File: src/rtl/tone_decoder_pkg.sv
// rtl/tone_decoder_pkg.sv - shared direction/state encodings and qualifier-vector helpers
package tone_decoder_pkg;

    // Same encodings the drive FSM uses for its junction conditions.
    typedef enum logic [1:0] {
        DIR_STRAIGHT = 2'b00,
        DIR_LEFT     = 2'b01,
        DIR_RIGHT    = 2'b10,
        DIR_BACK     = 2'b11
    } td_dir_e;

    typedef enum logic [1:0] {
        ST_IDLE  = 2'b00,
        ST_HOLD  = 2'b01,
        ST_REARM = 2'b10
    } td_state_e;

    function automatic logic multi_hot(input logic [3:0] v);
        return (v & (v - 4'd1)) != 4'd0;
    endfunction

    function automatic td_dir_e dir_from_onehot(input logic [3:0] v);
        td_dir_e d;
        d = DIR_STRAIGHT;
        if (v[1]) d = DIR_LEFT;
        if (v[2]) d = DIR_RIGHT;
        if (v[3]) d = DIR_BACK;
        return d;
    endfunction

endpackage

File: src/rtl/tone_decoder_qualifier.sv
// rtl/tone_decoder_qualifier.sv - synchroniser plus high/low run counters qualifying one tone channel
module tone_qualifier #(
    parameter int QUAL_CYCLES = 2_500_000,
    parameter int DROP_CYCLES = 50_000,
    parameter int CNT_W       = 28
) (
    input  logic clk,
    input  logic rst_n,
    input  logic bp_i,
    output logic qual_o
);
    import tone_decoder_pkg::*;

    localparam logic [CNT_W-1:0] QUAL_C    = CNT_W'(QUAL_CYCLES);
    localparam logic [CNT_W-1:0] DROP_LAST = CNT_W'(DROP_CYCLES - 1);

    logic             s1_q, s2_q;
    logic [CNT_W-1:0] hi_q, hi_d;
    logic [CNT_W-1:0] lo_q, lo_d;
    logic             qual_q, qual_d;

    // Short low runs only pause the high count; a full drop run forgets the tone.
    always_comb begin
        hi_d   = hi_q;
        lo_d   = lo_q;
        qual_d = (hi_q == QUAL_C);
        if (s2_q) begin
            lo_d = '0;
            if (hi_q != QUAL_C) hi_d = hi_q + CNT_W'(1);
        end else if (lo_q == DROP_LAST) begin
            hi_d   = '0;
            lo_d   = '0;
            qual_d = 1'b0;
        end else begin
            lo_d = lo_q + CNT_W'(1);
        end
    end

    always_ff @(posedge clk or negedge rst_n) begin
        if (!rst_n) begin
            s1_q   <= 1'b0;
            s2_q   <= 1'b0;
            hi_q   <= '0;
            lo_q   <= '0;
            qual_q <= 1'b0;
        end else begin
            s1_q   <= bp_i;
            s2_q   <= s1_q;
            hi_q   <= hi_d;
            lo_q   <= lo_d;
            qual_q <= qual_d;
        end
    end

    assign qual_o = qual_q;

endmodule

File: src/rtl/tone_decoder.sv
// rtl/tone_decoder.sv - turns qualified band-pass tones into one held junction command for the drive FSM
module tone_decoder #(
    parameter int QUAL_CYCLES = 2_500_000,
    parameter int DROP_CYCLES = 50_000,
    parameter int HOLD_CYCLES = 250_000_000,
    parameter int CNT_W       = 28
) (
    input  logic       clk,
    input  logic       rstN,
    input  logic       bp1,
    input  logic       bp2,
    input  logic       bp3,
    input  logic       bp4,
    input  logic       bp5,
    input  logic       tdAck,
    output logic       tdEn,
    output logic [1:0] tdDir,
    output logic       tdConflict,
    output logic       tdCancel,
    output logic [4:0] toneLevel
);
    import tone_decoder_pkg::*;

    localparam logic [CNT_W-1:0] HOLD_LAST = CNT_W'(HOLD_CYCLES - 1);

    logic [4:0] bp_vec;
    logic [4:0] qual;

    td_state_e        state_q, state_d;
    td_dir_e          dir_q, dir_d;
    logic             en_q, en_d;
    logic             conflict_q, conflict_d;
    logic             cancel_q, cancel_d;
    logic [CNT_W-1:0] hold_q, hold_d;

    assign bp_vec = {bp5, bp4, bp3, bp2, bp1};

    for (genvar g = 0; g < 5; g++) begin : g_qual
        tone_qualifier #(
            .QUAL_CYCLES (QUAL_CYCLES),
            .DROP_CYCLES (DROP_CYCLES),
            .CNT_W       (CNT_W)
        ) u_qual (
            .clk    (clk),
            .rst_n  (rstN),
            .bp_i   (bp_vec[g]),
            .qual_o (qual[g])
        );
    end

    always_comb begin
        state_d    = state_q;
        dir_d      = dir_q;
        en_d       = en_q;
        conflict_d = 1'b0;
        cancel_d   = 1'b0;
        hold_d     = '0;
        case (state_q)
            ST_IDLE: begin
                if (qual[3:0] != 4'd0 && !multi_hot(qual[3:0]) && !qual[4]) begin
                    dir_d   = dir_from_onehot(qual[3:0]);
                    en_d    = 1'b1;
                    state_d = ST_HOLD;
                end else if (multi_hot(qual[3:0])) begin
                    conflict_d = 1'b1;
                    state_d    = ST_REARM;
                end else if (qual[4]) begin
                    state_d = ST_REARM;
                end
            end
            ST_HOLD: begin
                hold_d = hold_q + CNT_W'(1);
                // An acknowledge in the same cycle as a cancel means the command was used.
                if (tdAck) begin
                    en_d    = 1'b0;
                    state_d = ST_REARM;
                end else if (qual[4] || hold_q == HOLD_LAST) begin
                    en_d     = 1'b0;
                    cancel_d = 1'b1;
                    state_d  = ST_REARM;
                end
            end
            ST_REARM: begin
                if (qual == 5'd0) state_d = ST_IDLE;
            end
            default: state_d = ST_IDLE;
        endcase
    end

    always_ff @(posedge clk or negedge rstN) begin
        if (!rstN) begin
            state_q    <= ST_IDLE;
            dir_q      <= DIR_STRAIGHT;
            en_q       <= 1'b0;
            conflict_q <= 1'b0;
            cancel_q   <= 1'b0;
            hold_q     <= '0;
        end else begin
            state_q    <= state_d;
            dir_q      <= dir_d;
            en_q       <= en_d;
            conflict_q <= conflict_d;
            cancel_q   <= cancel_d;
            hold_q     <= hold_d;
        end
    end

    assign tdEn       = en_q;
    assign tdDir      = dir_q;
    assign tdConflict = conflict_q;
    assign tdCancel   = cancel_q;
    assign toneLevel  = qual;

endmodule

File: config.mk
export PLATFORM = sky130hd
export DESIGN_NAME = tone_decoder
export DESIGN_NICKNAME = d
export VERILOG_FILES = /design/src/rtl/tone_decoder_pkg.sv /design/src/rtl/tone_decoder_qualifier.sv /design/src/rtl/tone_decoder.sv
export SDC_FILE = /design/constraint.sdc
export NUM_CORES = 1
export LEC_CHECK = 0
export BUFFER_PORTS_ARGS = -buffer_cell sky130_fd_sc_hd__buf_2
export CAP_MARGIN = 20
export CORE_MARGIN = 2
export CORE_UTILIZATION = 65
export CTS_CLUSTER_SIZE = 30
export DETAILED_ROUTE_END_ITERATION = 10
export GPL_ROUTABILITY_DRIVEN = 0
export PLACE_DENSITY = 0.82
export SYNTH_ARGS = -nofsm -noshare
export SYNTH_HDL_FRONTEND = slang
export SYNTH_SLANG_ARGS = --single-unit
File: constraint.sdc
create_clock -name clk -period 3.42 [get_ports clk]
set_input_delay 0.684 -clock clk [delete_from_list [all_inputs] [get_ports clk]]
set_output_delay 0.684 -clock clk [all_outputs]
set_load 0.01 [all_outputs]
* Word-level counts from Yosys, hierarchy flattened *
Index checks and enable logic that the tools add are counted.

cells by class
  multiplexer cells = 56
  bitwise operators = 1
  equal/unequal tests = 27
  add/sub/neg operators = 12
  reductions and logical operators = 23

operators by type and width
  cell                                                     number
  2-to-1 mux 28 bit                                        26
  adder 28 x 1 -> 28 bit, second input constant            11
  == test 28 x 16 -> 1 bit, second input constant          5
  == test 28 x 22 -> 1 bit, second input constant          5
  inequality test 28 x 22 -> 1 bit, second input constant  5
  == test 28 bit, second input constant                    1
  2-to-1 mux 1 bit                                         20
  2-to-1 mux 2 bit                                         8
  inequality test 2 bit, second input constant             7
  AND reduction 2 bit                                      6
  nonzero test 2 bit                                       6
  nonzero test 4 bit                                       2
  case mux 2 bit (3 select lines)                          1
  AND reduction 3 bit                                      2
  zero test 5 bit                                          1
  bitwise AND 4 bit                                        1
  inequality test 4 x 3 -> 1 bit, second input constant    1
  subtractor 4 x 1 -> 4 bit, second input constant         1
  inequality test 3 bit, second input constant             1
  == test 2 x 1 -> 1 bit, second input constant            1
  == test 2 bit, second input constant                     1
  logical AND 1 bit                                        2
  zero test 1 bit                                          2
  zero test 2 bit                                          1
  2 further kinds                                          2

word-level totals
  bits of input ports = 8
  bits in registers = 330
  logic and storage cells = 150
  output and inout port bits = 10

* Logic depth before layout (Yosys ltp) *
  word-level depth = 8
  depth in mapped cells = 10
  mapped depth without buffers = 7

* Hierarchy *
A second synthesis with hierarchy kept.

second synthesis, totals
  cell total of the unflattened synthesis = 1819
  area total of the unflattened synthesis = 17413.0 um2

by module, submodules not included
  module                                  seq. area each (um2)  area an instance (um2)  cells an instance  times used
  tone_qualifier at g_qual[0].u_qual ...  1476.4                3090.5                  323                4
  tone_qualifier at g_qual[1].u_qual      1476.4                3149.3                  330                1
  tone_decoder                            875.8                 1901.8                  197                1

* Least setup slack after synthesis *
No wires, ideal clock.

  path type = reg2reg
  start point = reg g_qual[0].u_qual.hi_q[0]
  end point = reg g_qual[0].u_qual.hi_q[4]
  data required time = 3302 ps
  stages on the path, launching flop included = 9
  clock period less this slack = 2312 ps
  setup slack = 1108 ps
  arrival = 2194 ps
  path buffers = 1
  setup time = 118 ps
  path through = dfrtp_1 inv_1 ha_1 or4b_1 or3_1 buf_6 o21ai_2 mux2_2 a21o_1

between the ends
  word-level cells in the longest chain between the ends = 3
  elaborated cells between the ends (all ways) = 6
  those cells by class = add/sub: 1; eq/ne: 2; mux: 2; reduce/logical: 1

ends and longest elaborated chain
  what                                                                        RTL line                      text
  start, declared                                                             tone_decoder_qualifier.sv:18  logic [CNT_W-1:0] hi_q, hi_d;
  start signal, assigned                                                      tone_decoder_qualifier.sv:49  hi_q <= hi_d;
  adder 28 x 1 -> 28 bit or inequality test 28 x 22 -> 1 bit (tied branches)  tone_decoder_qualifier.sv:29  if (hi_q != QUAL_C) hi_d = hi_q + CNT_W'(1);
  2-to-1 mux 28 bit or inequality test 2 bit (tied branches)                  --
  2-to-1 mux 28 bit or AND reduction 2 bit (tied branches)                    --

Parallel ways exist; a longest one is shown, timed or not. The select of a mux whose other input is x is not followed.
A chain may end at the register's enable or synchronous reset.

* Final worst setup path *
  start point = reg g_qual[4].u_qual.lo_q[20]
  end point = reg g_qual[4].u_qual.hi_q[20]

between the ends
  word-level cells in the longest chain between the ends = 3

ends and longest elaborated chain
  what                                  RTL line                      text
  start, declared                       tone_decoder_qualifier.sv:19  logic [CNT_W-1:0] lo_q, lo_d;
  start signal, assigned                tone_decoder_qualifier.sv:50  lo_q <= lo_d;
  == test 28 x 16 -> 1 bit              tone_decoder_qualifier.sv:30  end else if (lo_q == DROP_LAST) begin
  nonzero test 2 bit (no source line)   --
  AND reduction 2 bit (no source line)  --
  end signal, assigned                  tone_decoder_qualifier.sv:49
  end, declared                         tone_decoder_qualifier.sv:18

No other way between the ends.

==> flow_summary_export.csv <==
group,metric,value,unit
setup_path,critPathLaunchType,"flip-flop",
global_route,overflow,0,
pwr,p_comb_share,6.0,%
die,die_y,166,um
pwr,ir_drop,470,uV
final_layout,nNetsFinal,1834,
synth,synth.distinct_cells,67,
pwr,p_int,6.75,mW
pwr,powerDensity,472,nW/um2
synth,ys_async_sr_fraction,100,%
pwr,share_seq_of_total_power,48.5,%
route,drt-total-wl,35700,um
die,fp.dieArea,27600,um2
route,avgViaCountPerCell,6.30,
synth,synth_ff_type,"dfrtp_1",
synth,seq_area_frac_synth,48.4,%
clock_network,htree_levels,2,
synth,ys_seq_elements,330,
placed_design,dp_cells,2103,
die,die_x,166,um
route,ant_nets,0,
global_route,grt_pass1_wl,61500,um
route,drtPass1Iterations,5,
clock_network,clkTransAtPathRegs,60,ps
synth,synth_top_area_cell,"dfrtp_1",
pwr,p_sw_share,23.5,%
setup_path,end_kind,"flip-flop",
synth,syn_nets,1829,
sta,period_minus_slack,2790,ps
route,route.detailed.drc,0,
setup_path,critPathKind,"reg -> reg",
setup_path,critPathMaxFanout,15,
final_layout,final_common_cell,"dfrtp_1",
setup_path,critPathRequiredTime,3810,ps
sta,rsz0062_at_grt,"no",
setup_path,crit_family,"simple AND/OR/NAND/NOR gates",
clock_network,cts_tree,"done",
route,dr.first_iter.drc_count,1045,
global_route,grt_max_degree,84,
clock_network,hold_buffers,0,
synth,yosys_warnings,0,
pwr,p_leak,7.71,nW
setup_path,critPathArrivalTime,3180,ps
die,ioPinCount,18,
final_layout,final_cell_count_no_fill,2169,
sta,finalSetupTns,0,ps
sta,setup_viol,0,
pwr,p_sw,2.07,mW
synth,syn_area_per_cell,9.46,um2
synth,synth_edf_count,0,
final_layout,multiInputGateArea,8280,um2
die,placeableCoreArea,25900,um2
synth,synth_top_area_share,48.4,%
setup_path,crit_chain,"or4_1 -> nor4_1 -> nand3_1 -> o311ai_1 -> o41ai_1",
final_layout,drive_above_1_share,6.16,%
placed_design,port-buffer-count,17,
final_layout,nFillCells,1838,
clock_network,cts_resized,0,
clock_network,root_buffer,"clkbuf_16",
synth,syn_inst,1805,
global_route,antenna_found_initial,0,
route,post_drt_wl_per_cell,16.4,um
clock_network,cts_made_buffers,37,
route,vias,13669,
sta,slew_headroom,30.5,%
sta,min_period_over_period,81.5,%
clock_network,cts_setup_buffers,0,
sta,worst_pin_slew,1030,ps
sta,holdWs,112,ps
final_layout,num_antenna_cells,0,
setup_path,critPathBufInv,0,
global_route,grt_util_all_layers,25.8,%
sta,fmax,0.359,GHz
die,start_util,65.9,%
placed_design,hpwl,23100,um
clock_network,cts_max_path_buffers,3,
final_layout,regArea,8260,um2
synth,synth.area.top_cells,"dfrtp_1 (48%), nor2_1 (5.0%), xnor2_1 (4.9%), xor2_1 (4.8%), nand3_1 (4.4%)",
die,num_rows,59,
status,outcome,"finished clean",
setup_path,max_stage_delay,620,ps
global_route,first_global_vias,13255,
job,drv_cap,0,
pwr,clock_power_share,45.5,%
final_layout,area_growth,9.37,%
synth,synth_area,17100,um2
clock_network,cts_sinks,330,
setup_path,critPathSlowestCell,"nand3_1",
final_layout,final_cell_mix,"dfrtp_1 (330), nor2_1 (229), nand3_1 (151), nand2_1 (133), xnor2_1 (96)",
sta,hold_viol_final,0,
sta,skew,28.6,ps
clock_network,clock_latency,520,ps
sta,maxSlewViolCount,0,
worst_hold_path,worstHoldPathType,"in -> async",
==> power groups by stage <==
stage | registers [mW] | clock network (mW) | logic [mW]
floorplan | 4.26 | 0 | 0.402
global placement | 4.33 | 0 | 0.508
detailed placement | 4.34 | 0 | 0.529
CTS | 4.27 | 4.10 | 0.535
global route | 4.30 | 4.25 | 0.608
finish | 4.28 | 4.02 | 0.527
==> synthesized netlist by cell type, drive strengths merged (24+ instances only) <==
| library cell | number |
|---|---|
| xor2 | 94 |
| nor4 | 56 |
| nor2 | 230 |
| nand2 | 133 |
| a21oi | 42 |
| clkbuf | 47 |
| inv | 55 |
| xnor2 | 96 |
| nor3 | 62 |
| nand3 | 151 |
| and3 | 46 |
| dfrtp | 330 |
| or4 | 31 |
| o31ai | 25 |
| o21ai | 68 |
| nand4 | 93 |
| mux2i | 24 |
| and4 | 25 |
==> metrics by stage <==
stage	worst slack (ps)	instance area (um2)	util [%]	power [mW]
finish	631	18700	72.1	8.82
global route	455	18700	72.1	9.17
CTS	706	18600	72.0	8.90
detailed placement	726	17400	67.2	4.87
floorplan	1110	17100	-	4.66
global placement	816	17400	67.2	4.83
==> logic make-up (layout without fill, tap and decap cells) <==
group | after synthesis | in the layout | synth area share [%]
XOR/XNOR | 190 | 190 | 9.75
multiplexers | 27 | 27 | 1.60
buffers and inverters | 124 | 153 | 3.15
AND/OR/NAND/NOR | 917 | 917 | 28.4
adder cells (fa/ha/maj) | 17 | 17 | 1.23
flip-flops | 330 | 330 | 48.4
AO/OA/AOI/OAI | 200 | 200 | 7.55
==> final timing paths <==
path,startpoint,to,slack [ps],cells after the start
worst max register to register,g_qual[4].u_qual.lo_q[20]$_DFF_PN0_,g_qual[4].u_qual.hi_q[20]$_DFFE_PN0P_,630,5
worst min-delay path,rstN,g_qual[3].u_qual.hi_q[25]$_DFFE_PN0P_,110,1
worst min register to register,g_qual[1].u_qual.s1_q$_DFF_PN0_,g_qual[1].u_qual.s2_q$_DFF_PN0_,350,0
max in group asynchronous,rstN,g_qual[4].u_qual.s2_q$_DFF_PN0_,2470,2
min in group clk,bp5,g_qual[4].u_qual.s1_q$_DFF_PN0_,270,1
worst max-delay path,g_qual[4].u_qual.lo_q[20]$_DFF_PN0_,g_qual[4].u_qual.hi_q[20]$_DFFE_PN0P_,630,5
==> metal layers <==
| metal | track usage [%] | share of wire (%) | up-vias |
|---|---|---|---|
| met4 | 8.66 | 2.3 | 0 |
| met2 | 43.8 | 50 | 337 |
| met3 | 3.50 | 4.1 | 74 |
| met1 | 34.6 | 44 | 6744 |
| met5 | 0 | 0 | - |
| li1 | - | - | 6514 |
==> registers in the layout (all words and copies together), names as in the netlist, 2 cells and up <==
register,flops
g_qual.u_qual.hi_q,140
g_qual.u_qual.lo_q,140
g_qual.u_qual.qual_o,5
g_qual.u_qual.s1_q,5
g_qual.u_qual.s2_q,5
hold_q,28
state_q,2
tdDir,2
==> area by class of cell <==
cell class                      instances  share of cell area [%]
Clock buffer                           52                    5.76
Clock inverter                         11                   0.878
Inverter                               56                    1.13
Multi-Input combinational cell       1351                    44.4
Sequential cell                       330                    44.2
Tap cell                              335                    2.24
Timing Repair Buffer                   34                    1.42
==> worst reg2reg max path, delay by kind of cell, from the launching register on <==
family | cells | cell delay [ps]
DFF | 1 | 450
AOI/OAI and AO/OA | 2 | 440
and+or+nand+nor | 3 | 1780
No activity file was read; power rests on OpenSTA's default activity.
